--- src/rtl/mips_pkg.sv ---
// Shared MIPS pipeline definitions: execute-stage command codes, branch kinds
// and the iterative multiplier FSM encoding.
// Optional feature macro: EXE_MULH_EN (adds EXE_MULH as a multi-cycle command).
package mips_pkg;

  typedef enum logic [3:0] {
    EXE_ADD  = 4'h0,
    EXE_SUB  = 4'h1,
    EXE_AND  = 4'h2,
    EXE_OR   = 4'h3,
    EXE_NOR  = 4'h4,
    EXE_XOR  = 4'h5,
    EXE_SLL  = 4'h6,
    EXE_SRA  = 4'h7,
    EXE_SRL  = 4'h8,
    EXE_MUL  = 4'h9,
    EXE_MULH = 4'hA
  } exe_cmd_e;

  typedef enum logic [1:0] {
    BR_NONE = 2'd0,
    BR_BEZ  = 2'd1,
    BR_BNE  = 2'd2,
    BR_JMP  = 2'd3
  } br_type_e;

  typedef enum logic [1:0] {
    MulIdle = 2'd0,
    MulBusy = 2'd1,
    MulDone = 2'd2
  } mul_state_e;

  // Wide enough for N-1 with one bit retired per cycle (31).
  localparam int unsigned MulCntW = 5;

  // True for commands that go through the iterative multiplier.
  function automatic logic is_mul_cmd(logic [3:0] cmd);
`ifdef EXE_MULH_EN
    return (cmd == EXE_MUL) || (cmd == EXE_MULH);
`else
    return (cmd == EXE_MUL);
`endif
  endfunction

endpackage

--- src/rtl/exe_mul_iter.sv ---
// Signed iterative multiplier: IDLE -> BUSY (N = 32/MUL_BITS_PER_CYCLE cycles) -> DONE.
// Operands are multiplied as unsigned, then the high word is corrected for
// two's complement on the last BUSY cycle.
// Ports:
//   clk_i, rst_ni       clock, asynchronous active-low reset
//   start_i             multiply request, only acted on in IDLE
//   a_i, b_i            operands, captured on start
//   busy_o              high in BUSY
//   done_o              high in DONE, product_o is valid
//   product_o           signed 64-bit product
module exe_mul_iter
  import mips_pkg::*;
#(
  parameter int unsigned MUL_BITS_PER_CYCLE = 2  // 1, 2 or 4
) (
  input  logic        clk_i,
  input  logic        rst_ni,
  input  logic        start_i,
  input  logic [31:0] a_i,
  input  logic [31:0] b_i,
  output logic        busy_o,
  output logic        done_o,
  output logic [63:0] product_o
);

  localparam int unsigned N = 32 / MUL_BITS_PER_CYCLE;
  localparam logic [MulCntW-1:0] CntLoad = MulCntW'(N - 1);

  mul_state_e         state_q, state_d;
  logic [MulCntW-1:0] cnt_q, cnt_d;
  logic [63:0]        acc_q, acc_d;
  logic [63:0]        mcand_q, mcand_d;
  logic [31:0]        mplier_q, mplier_d;
  logic [31:0]        a_q, a_d, b_q, b_d;
  logic [63:0]        acc_step;
  logic [31:0]        hi_corr;

  // One iteration: add the partial products for the low multiplier bits.
  always_comb begin
    acc_step = acc_q;
    for (int i = 0; i < int'(MUL_BITS_PER_CYCLE); i++) begin
      if (mplier_q[5'(i)]) acc_step = acc_step + (mcand_q << i);
    end
    // Signed = unsigned - 2^32 * (a<0 ? b : 0) - 2^32 * (b<0 ? a : 0), mod 2^64.
    hi_corr = (a_q[31] ? b_q : 32'h0) + (b_q[31] ? a_q : 32'h0);
  end

  always_comb begin
    state_d  = state_q;
    cnt_d    = cnt_q;
    acc_d    = acc_q;
    mcand_d  = mcand_q;
    mplier_d = mplier_q;
    a_d      = a_q;
    b_d      = b_q;
    case (state_q)
      MulIdle: begin
        if (start_i) begin
          a_d      = a_i;
          b_d      = b_i;
          mcand_d  = {32'h0, a_i};
          mplier_d = b_i;
          acc_d    = '0;
          cnt_d    = CntLoad;
          state_d  = MulBusy;
        end
      end
      MulBusy: begin
        mcand_d  = mcand_q << MUL_BITS_PER_CYCLE;
        mplier_d = mplier_q >> MUL_BITS_PER_CYCLE;
        if (cnt_q == '0) begin
          acc_d   = acc_step - {hi_corr, 32'h0};
          state_d = MulDone;
        end else begin
          acc_d = acc_step;
          cnt_d = cnt_q - MulCntW'(1);
        end
      end
      MulDone: state_d = MulIdle;
      default: state_d = MulIdle;
    endcase
  end

  always_ff @(posedge clk_i or negedge rst_ni) begin
    if (!rst_ni) begin
      state_q  <= MulIdle;
      cnt_q    <= '0;
      acc_q    <= '0;
      mcand_q  <= '0;
      mplier_q <= '0;
      a_q      <= '0;
      b_q      <= '0;
    end else begin
      state_q  <= state_d;
      cnt_q    <= cnt_d;
      acc_q    <= acc_d;
      mcand_q  <= mcand_d;
      mplier_q <= mplier_d;
      a_q      <= a_d;
      b_q      <= b_d;
    end
  end

  assign busy_o    = (state_q == MulBusy);
  assign done_o    = (state_q == MulDone);
  assign product_o = acc_q;

endmodule

--- src/rtl/exe_stage.sv ---
// MIPS execute stage: combinational ALU, branch unit and address generation,
// plus a multi-cycle signed multiply (exe_mul_iter) that stalls upstream and
// sends bubbles downstream while it runs.
// Optional feature macro: EXE_MULH_EN (EXE_Cmd 4'hA returns product[63:32]).
// Ports:
//   clk, rst                      clock, asynchronous active-low reset
//   EXE_Cmd, data1, data2,
//   Immediate, Is_Imm             operation and (forwarded) operands
//   BR_Type, PC                   branch kind and PC+4
//   dest, WB_En, MEM_R_En,
//   MEM_W_En                      destination and control from ID
//   ALU_Res, ST_Val, dest_out,
//   *_out enables                 to the EXE/MEM register
//   Br_Taken, Br_Addr             PC redirect
//   mul_stall                     hold PC and IF/ID, bubble ID
module exe_stage
  import mips_pkg::*;
#(
  parameter int unsigned MUL_BITS_PER_CYCLE = 2  // 1, 2 or 4
) (
  input  logic        clk,
  input  logic        rst,
  input  logic [3:0]  EXE_Cmd,
  input  logic [31:0] data1,
  input  logic [31:0] data2,
  input  logic [31:0] Immediate,
  input  logic        Is_Imm,
  input  logic [1:0]  BR_Type,
  input  logic [31:0] PC,
  input  logic [4:0]  dest,
  input  logic        WB_En,
  input  logic        MEM_R_En,
  input  logic        MEM_W_En,
  output logic [31:0] ALU_Res,
  output logic [31:0] ST_Val,
  output logic [4:0]  dest_out,
  output logic        WB_En_out,
  output logic        MEM_R_En_out,
  output logic        MEM_W_En_out,
  output logic        Br_Taken,
  output logic [31:0] Br_Addr,
  output logic        mul_stall
);

  logic [31:0] op_b;
  logic [31:0] alu_res;
  logic        br_cond;
  logic        mul_cmd, mul_busy, mul_done, mul_idle, mul_start;
  logic [63:0] mul_product;
  logic [4:0]  dest_q, dest_d;
  logic        wb_q, wb_d;
  logic        hi_q, hi_d;

  assign op_b      = Is_Imm ? Immediate : data2;
  assign mul_cmd   = is_mul_cmd(EXE_Cmd);
  assign mul_idle  = !mul_busy && !mul_done;
  assign mul_start = mul_cmd && mul_idle;

  exe_mul_iter #(
    .MUL_BITS_PER_CYCLE(MUL_BITS_PER_CYCLE)
  ) u_mul (
    .clk_i    (clk),
    .rst_ni   (rst),
    .start_i  (mul_cmd),
    .a_i      (data1),
    .b_i      (op_b),
    .busy_o   (mul_busy),
    .done_o   (mul_done),
    .product_o(mul_product)
  );

  // Writeback fields of the in-flight multiply, captured with the operands.
  assign dest_d = mul_start ? dest : dest_q;
  assign wb_d   = mul_start ? WB_En : wb_q;
`ifdef EXE_MULH_EN
  assign hi_d   = mul_start ? (EXE_Cmd == EXE_MULH) : hi_q;
`else
  assign hi_d   = 1'b0;
`endif

  always_ff @(posedge clk or negedge rst) begin
    if (!rst) begin
      dest_q <= '0;
      wb_q   <= 1'b0;
      hi_q   <= 1'b0;
    end else begin
      dest_q <= dest_d;
      wb_q   <= wb_d;
      hi_q   <= hi_d;
    end
  end

  always_comb begin
    alu_res = '0;
    case (EXE_Cmd)
      EXE_ADD: alu_res = data1 + op_b;
      EXE_SUB: alu_res = data1 - op_b;
      EXE_AND: alu_res = data1 & op_b;
      EXE_OR:  alu_res = data1 | op_b;
      EXE_NOR: alu_res = ~(data1 | op_b);
      EXE_XOR: alu_res = data1 ^ op_b;
      EXE_SLL: alu_res = data1 << op_b[4:0];
      EXE_SRA: alu_res = $signed(data1) >>> op_b[4:0];
      EXE_SRL: alu_res = data1 >> op_b[4:0];
      default: alu_res = '0;
    endcase
  end

  always_comb begin
    br_cond = 1'b0;
    case (BR_Type)
      BR_BEZ:  br_cond = (data1 == 32'h0);
      BR_BNE:  br_cond = (data1 != data2);
      BR_JMP:  br_cond = 1'b1;
      default: br_cond = 1'b0;
    endcase
  end

  assign ST_Val  = data2;
  assign Br_Addr = PC + (Immediate << 2);

  always_comb begin
    ALU_Res      = alu_res;
    dest_out     = dest;
    WB_En_out    = WB_En;
    MEM_R_En_out = MEM_R_En;
    MEM_W_En_out = MEM_W_En;
    // rst gating keeps stall/redirect quiet while the system is in reset.
    Br_Taken     = rst && mul_idle && br_cond;
    mul_stall    = rst && (mul_start || mul_busy);
    if (mul_done) begin
      ALU_Res      = hi_q ? mul_product[63:32] : mul_product[31:0];
      dest_out     = dest_q;
      WB_En_out    = wb_q;
      MEM_R_En_out = 1'b0;
      MEM_W_En_out = 1'b0;
    end else if (mul_stall) begin
      ALU_Res      = '0;
      dest_out     = '0;
      WB_En_out    = 1'b0;
      MEM_R_En_out = 1'b0;
      MEM_W_En_out = 1'b0;
    end
  end

endmodule

--- config.mk ---
export PLATFORM = sky130hd
export DESIGN_NAME = exe_stage
export DESIGN_NICKNAME = d
export VERILOG_FILES = /design/src/rtl/mips_pkg.sv /design/src/rtl/exe_mul_iter.sv /design/src/rtl/exe_stage.sv
export SDC_FILE = /design/constraint.sdc
export NUM_CORES = 1
export LEC_CHECK = 0
export CAP_MARGIN = 5
export CORE_MARGIN = 2
export CORE_UTILIZATION = 50
export DETAILED_ROUTE_END_ITERATION = 6
export GPL_TIMING_DRIVEN = 0
export PLACE_DENSITY = 0.79
export SLEW_MARGIN = 20
export SYNTH_ARGS = -nofsm -noshare
export SYNTH_HDL_FRONTEND = slang
export SYNTH_SLANG_ARGS = --single-unit
--- constraint.sdc ---
create_clock -name clk -period 9.8 [get_ports clk]
set_clock_uncertainty 0.2 [all_clocks]
set_input_delay 1.47 -clock clk [delete_from_list [all_inputs] [get_ports clk]]
set_output_delay 1.47 -clock clk [all_outputs]
set_load 0.02 [all_outputs]
After elaboration in Yosys (flattened, before gate mapping). Index checks and enable logic that the tools add are counted.

Word-level logic and storage cells: 89. Register bits: 237.

Reductions and logical operators: 17. Bitwise gates (word level): 4. Shift operators: 3. Add/subtract/negate cells: 8. Muxes and demuxes: 30. Eq/ne operators: 18.

Operators by type and width (count): two-way mux 64 bit (5); one-hot mux 32 bit (9 select lines) (1); one-hot mux 64 bit (2 select lines) (2); two-way mux 32 bit (6); adder 64 bit (2); adder 32 bit (3); one-hot mux 32 bit (2 select lines) (1); subtractor 64 bit (1); AND 32 bit (1); logical NOT 32 bit (1); inequality test 32 bit (1); NOT 32 bit (1); bitwise OR 32 bit (1); << shifter 32 x 5 -> 32 bit (1); >> shifter 32 x 5 -> 32 bit (1); >>> shifter 32 x 5 -> 32 bit (1); subtractor 32 bit (1); XOR 32 bit (1); two-way mux 5 bit (4); equality test 4 x 3 -> 1 bit, second input constant (4); one-hot mux 5 bit (2 select lines) (1); equality test 4 x 2 -> 1 bit, second input constant (2); equality test 4 bit, second input constant (2); equality test 2 bit, second input constant (3); 18 further kinds (33).

Logic depth before layout (Yosys ltp).
Depth after elaboration: 8. Gate-level depth with buffers: 26. Mapped depth without buffers: 23.

Modules after synthesis. From an unflattened synthesis, not the netlist that was laid out.

Cells, all modules: 4077. Area, all modules: 32035.7 um^2.

By module, submodules not included: exe_mul_iter (sequential area each 5780.5 um^2, area each 20216.9 um^2, cells each 2443, instances 1); exe_stage (sequential area each 150.1 um^2, area each 11818.8 um^2, cells each 1634, instances 1).

Worst setup path after synthesis. No wires, ideal clock.

Path kind: input to output. Start: input port Is_Imm. End: output port ALU_Res[26]. Arrival: 6517 ps. Setup slack: 1613 ps. Buffers on the path: 5. Stages: 20. Cell sequence: buf_6 > buf_6 > mux2i_1 > buf_4 > buf_1 > buf_1 > ha_1 > nand4_1 > or2_1 > nor4_1 > nand2_1 > o21ai_0 > xnor2_1 > ha_1 > a21o_1 > a22o_1 > o2111ai_1 > or3b_2 > and2_1 > o31ai_1.

Longest elaborated chain between the ends: 6.

RTL lines: start, declared (line exe_stage.sv:27) `input logic Is_Imm,`; two-way mux 32 bit (*) (line exe_stage.sv:54) `assign op_b = Is_Imm ? Immediate : data2;`; parallel branches: the longest is 2 deep, another holds subtractor 32 bit; one-hot mux 32 bit (9 select lines) (*) (line exe_stage.sv:95) `case (EXE_Cmd)`; two-way mux 32 bit (*) (line exe_stage.sv:137) `end else if (mul_stall) begin`; two-way mux 32 bit (*) (line exe_stage.sv:131) `if (mul_done) begin`; end, declared (line exe_stage.sv:34) `output logic [31:0] ALU_Res,`.

Mark *: on every way between the ends.

Final worst setup path.
Start: input port EXE_Cmd[1]. End: output port ALU_Res[28].

Longest elaborated chain between the ends: 6.

RTL lines: start, declared (line exe_stage.sv:23) `input logic [3:0] EXE_Cmd,`; parallel branches: the longest is 4 deep, another holds one-hot mux 32 bit (9 select lines); two-way mux 32 bit (*) (line exe_stage.sv:137); two-way mux 32 bit (*) (line exe_stage.sv:131).

Marks and branches as above.

==> out/qor.log <==
qor: global_route.grt_start_max_net_pins 83
qor: logic_synthesis.postSynthAreaPerCell 7.396 um2
qor: sta.unrepaired_setup_endpoints_after_global_routing false
qor: min_path.hold_path.startpoint u_mul.mplier_q[31]$_DFFE_PN0P_
qor: setup_path.worstSetupPathType in -> out
qor: sta.worst-slew-pin-transition 1146 ps
qor: detailed_routing.via_per_inst 6.945
qor: job.maxCapViolCount 0
qor: clocking.clock_sinks 109
qor: clocking.cts.reportedPaths.clkPinSlew 80 ps
qor: setup_path.r2r-end u_mul.product_o[31]$_DFFE_PN0P_
qor: setup_path.critical_path.reg2reg.startpoint u_mul.mcand_q[0]$_DFFE_PN0P_
qor: power_and_ir_drop.power_density 213.7 mW/mm2
qor: die.initial_core_util 51.01%
qor: sta.timing.hold.ws 297.3 ps
qor: logic_synthesis.seq_area_frac_synth 14.57%
qor: logic_synthesis.cell_types_with_the_highest_counts_after_synthesis sky130_fd_sc_hd__nand2_1, sky130_fd_sc_hd__o21ai_0, sky130_fd_sc_hd__a21oi_1
qor: global_route.grt_first_pass_wirelength 137300 um
qor: clocking.cts-hold-fix-buffers 0
qor: logic_synthesis.synth_largest_type_area_fraction 14.57%
qor: die.die_h 197.5 um
qor: detailed_routing.dr.pass1.iters 6
qor: setup_path.cp.required 8130 ps
qor: logic_synthesis.synth_edf_count 0
qor: detailed_routing.remaining_drc_errors 0
qor: power_and_ir_drop.ir_drop_worst_case_vdd 0.1800 mV
qor: run_status.status completed
qor: global_route.track_usage 47.60%
qor: finish.post_route_cells_drive_above_1_share 5.621%
qor: logic_synthesis.synthTopCellsByArea sky130_fd_sc_hd__dfrtp_1, sky130_fd_sc_hd__ha_1, sky130_fd_sc_hd__mux2i_1
qor: die.die_width 197.5 um
qor: setup_path.critical_path_end_type primary output
qor: sta.max_freq 0.1035 GHz
qor: logic_synthesis.yosys_register_bits 109
qor: logic_synthesis.yosysTopAreaCell sky130_fd_sc_hd__dfrtp_1
qor: sta.final-setup-viol-count 0
qor: sta.finalWorstPathRequiredPeriod 9664 ps
qor: detailed_routing.wl_per_cell 29.06 um
qor: global_route.first_global_vias 21310
qor: sta.timing.final.hold_violations 0
qor: sta.final-max-slew-violation-count 0
qor: die.io-pin-count 251
qor: finish.fill_cells 3336
qor: clocking.tritoncts done
qor: finish.finish.net_count 3130
qor: detailed_routing.initialDrtViolationCount 3338
qor: logic_synthesis.post_synthesis_net_count 2873
qor: logic_synthesis.synth.yosys.warnings 0
qor: global_route.grt_remaining_overflow 0
qor: clocking.cts_max_level 3
qor: detailed_routing.postRouteWirelength 94870 um
qor: die.fp.dieArea 0.03900 mm2
qor: die.floorplan.rows 70
qor: finish.multi_input_area 0.01483 mm2
qor: logic_synthesis.post_synth_instance_area 0.01872 mm2
qor: setup_path.worst_ep_arrival_time 7990 ps
qor: logic_synthesis.synth_most_common_cell sky130_fd_sc_hd__nand2_1
qor: setup_path.reg2regPathDepth 23
qor: clocking.cts-buffers-inserted 9
qor: sta.slew-limit-headroom 21.43%
qor: power_and_ir_drop.leakage_power_total 9.745 nW
qor: place.port_buffers 247
qor: finish.layout.core_utilization 60.60%
qor: clocking.clock_latency 380 ps
qor: min_path.min_path_type reg -> reg
qor: clocking.clockRootBuffer sky130_fd_sc_hd__clkbuf_16
qor: finish.final-seq-area 0.002728 mm2
qor: detailed_routing.route.vias.total 22680
qor: logic_synthesis.most_used_dff_post_synth sky130_fd_sc_hd__dfrtp_1
qor: logic_synthesis.post_synth_inst_count 2531
qor: min_path.whs_path_depth 2
qor: detailed_routing.post_drt_antenna_nets 0
qor: place.place.gp.congestion 1.077
qor: setup_path.worstSetupStartpointType primary input
qor: clocking.post-cts-setup-buffers 0
qor: place.detailedPlacementHpwl 76380 um
qor: min_path.holdPathEnd u_mul.mplier_q[31]$_DFFE_PN0P_
qor: sta.layout_worst_path_cycle_share 98.61%
qor: logic_synthesis.synth.lib_cells_used.distinct 89
qor: logic_synthesis.synthArstFlopShare 100.0%
qor: finish.area_delta_synth_final 18.80%
qor: die.core-area 0.03670 mm2
qor: setup_path.timing.reg2reg.setup_slack 3230 ps
qor: clocking.clockBufferDepth 2
qor: global_route.antenna_found_initial 5
qor: setup_path.crit_fanout 10
layout by cell type (no fill, tap or decap), types with 31 or more instances in the layout:
master / netlist / layout
sky130_fd_sc_hd__o211ai_1: 36 / 36
sky130_fd_sc_hd__mux2i_1: 155 / 152
sky130_fd_sc_hd__xor2_1: 56 / 56
sky130_fd_sc_hd__a21oi_1: 217 / 217
sky130_fd_sc_hd__xnor2_1: 111 / 111
sky130_fd_sc_hd__mux2_2: 49 / 49
sky130_fd_sc_hd__ha_1: 193 / 193
sky130_fd_sc_hd__clkdlybuf4s50_1: 0 / 246
sky130_fd_sc_hd__nand2_1: 329 / 329
sky130_fd_sc_hd__inv_1: 92 / 92
sky130_fd_sc_hd__o21ai_0: 254 / 254
sky130_fd_sc_hd__buf_4: 36 / 37
sky130_fd_sc_hd__clkbuf_1: 116 / 112
sky130_fd_sc_hd__nor2_1: 181 / 181
sky130_fd_sc_hd__a21o_1: 52 / 52
sky130_fd_sc_hd__nand2b_1: 34 / 34
sky130_fd_sc_hd__dfrtp_1: 109 / 109
sky130_fd_sc_hd__a31oi_1: 31 / 31
routing by layer:
metal	part of all wire (%)	wire length, um	GRT usage [%]
met2	41	38850	70.31
met5	0.011	10	0
met4	7.8	7384	29.35
met1	37	35380	59.94
met3	14	13240	15.50
final cells by class:
| type | instances | area share [%] |
|---|---|---|
| Antenna cell | 4 | 0.04501 |
| Clock inverter | 7 | 0.4951 |
| Clock buffer | 9 | 1.013 |
| Inverter | 98 | 1.671 |
| Sequential cell | 109 | 12.26 |
| Buffer | 182 | 3.899 |
| Tap cell | 468 | 2.633 |
| Timing Repair Buffer | 249 | 11.28 |
| Multi-Input combinational cell | 2139 | 66.70 |
sequential cells by signal, indices dropped and copies added, names as in the netlist:
name	flops
dest_q	5
u_mul.cnt_q	5
u_mul.mcand_q	32
u_mul.mplier_q	32
u_mul.product_o	32
u_mul.state_q	2
wb_q	1
kinds of logic (layout without fill, tap and decap cells):
logic type | Yosys count | count (layout) | synth area share, %
simple gates | 745 | 745 | 18.41
fa+ha+maj | 197 | 197 | 13.33
compound gates | 823 | 823 | 27.70
flops | 109 | 109 | 14.57
other cells | 0 | 4 | 0
xor+xnor | 167 | 167 | 7.813
mux | 207 | 207 | 11.60
buf+inv | 283 | 545 | 6.583
timing repair:
| item | 4_1_cts | 5_1_grt |
|---|---|---|
| endpoints found under the setup margin | 12 | 14 |
| gates resized for setup | 10 | 17 |
| gates cloned | 0 | 0 |
| hold endpoints to repair | 0 | 0 |
where the power goes:
part	internal (W)	switching (W)	leakage (nW)	total (W)
combinational	0.00137	0.00213	8.24	0.00350
clock	0.000210	0.000208	0.162	0.000418
sequential	0.000626	0.000211	1.34	0.000837
critical path, stage by stage:
cell	delay [ps]
sky130_fd_sc_hd__clkdlybuf4s50_1	500
sky130_fd_sc_hd__clkbuf_1	290
sky130_fd_sc_hd__nor3_4	500
sky130_fd_sc_hd__and2_1	190
sky130_fd_sc_hd__clkbuf_1	440
sky130_fd_sc_hd__clkbuf_2	380
sky130_fd_sc_hd__nor2_1	110
sky130_fd_sc_hd__xnor2_1	150
sky130_fd_sc_hd__ha_1	370
sky130_fd_sc_hd__nor2b_1	140
sky130_fd_sc_hd__o21ai_0	110
sky130_fd_sc_hd__a21boi_0	500
sky130_fd_sc_hd__o2111ai_1	390
sky130_fd_sc_hd__a2111oi_1	690
sky130_fd_sc_hd__o2111ai_1	280
sky130_fd_sc_hd__nand3b_1	140
sky130_fd_sc_hd__o211ai_1	140
sky130_fd_sc_hd__xor2_1	170
sky130_fd_sc_hd__o21ai_0	320
sky130_fd_sc_hd__clkdlybuf4s50_1	680
through the flow:
stage,setup WS [ps],area (um2),setup TNS (ps),power [W],cells
4_1_cts,108.3,22190,0,0.004610,3263
6_report,136.0,22240,0,0.004752,3265
3_3_place_gp,-1258,21780,-25030,0.004060,3246
3_5_place_dp,-646.1,21830,-3070,0.004171,3248
5_1_grt,12.93,22230,0,0.005040,3262
2_1_floorplan,1613,18720,0,0.003130,2531
worst max-delay path by stage:
stage	startpoint	end	slack (ps)
4_1_cts	data2[0]	ALU_Res[23]	110
2_1_floorplan	Is_Imm	ALU_Res[26]	1610
3_5_place_dp	data2[1]	ALU_Res[25]	-650
6_report	EXE_Cmd[1]	ALU_Res[28]	140
3_3_place_gp	rst	ALU_Res[19]	-1260
5_1_grt	data2[0]	ALU_Res[23]	10
No activity file was read; power rests on OpenSTA's default activity.
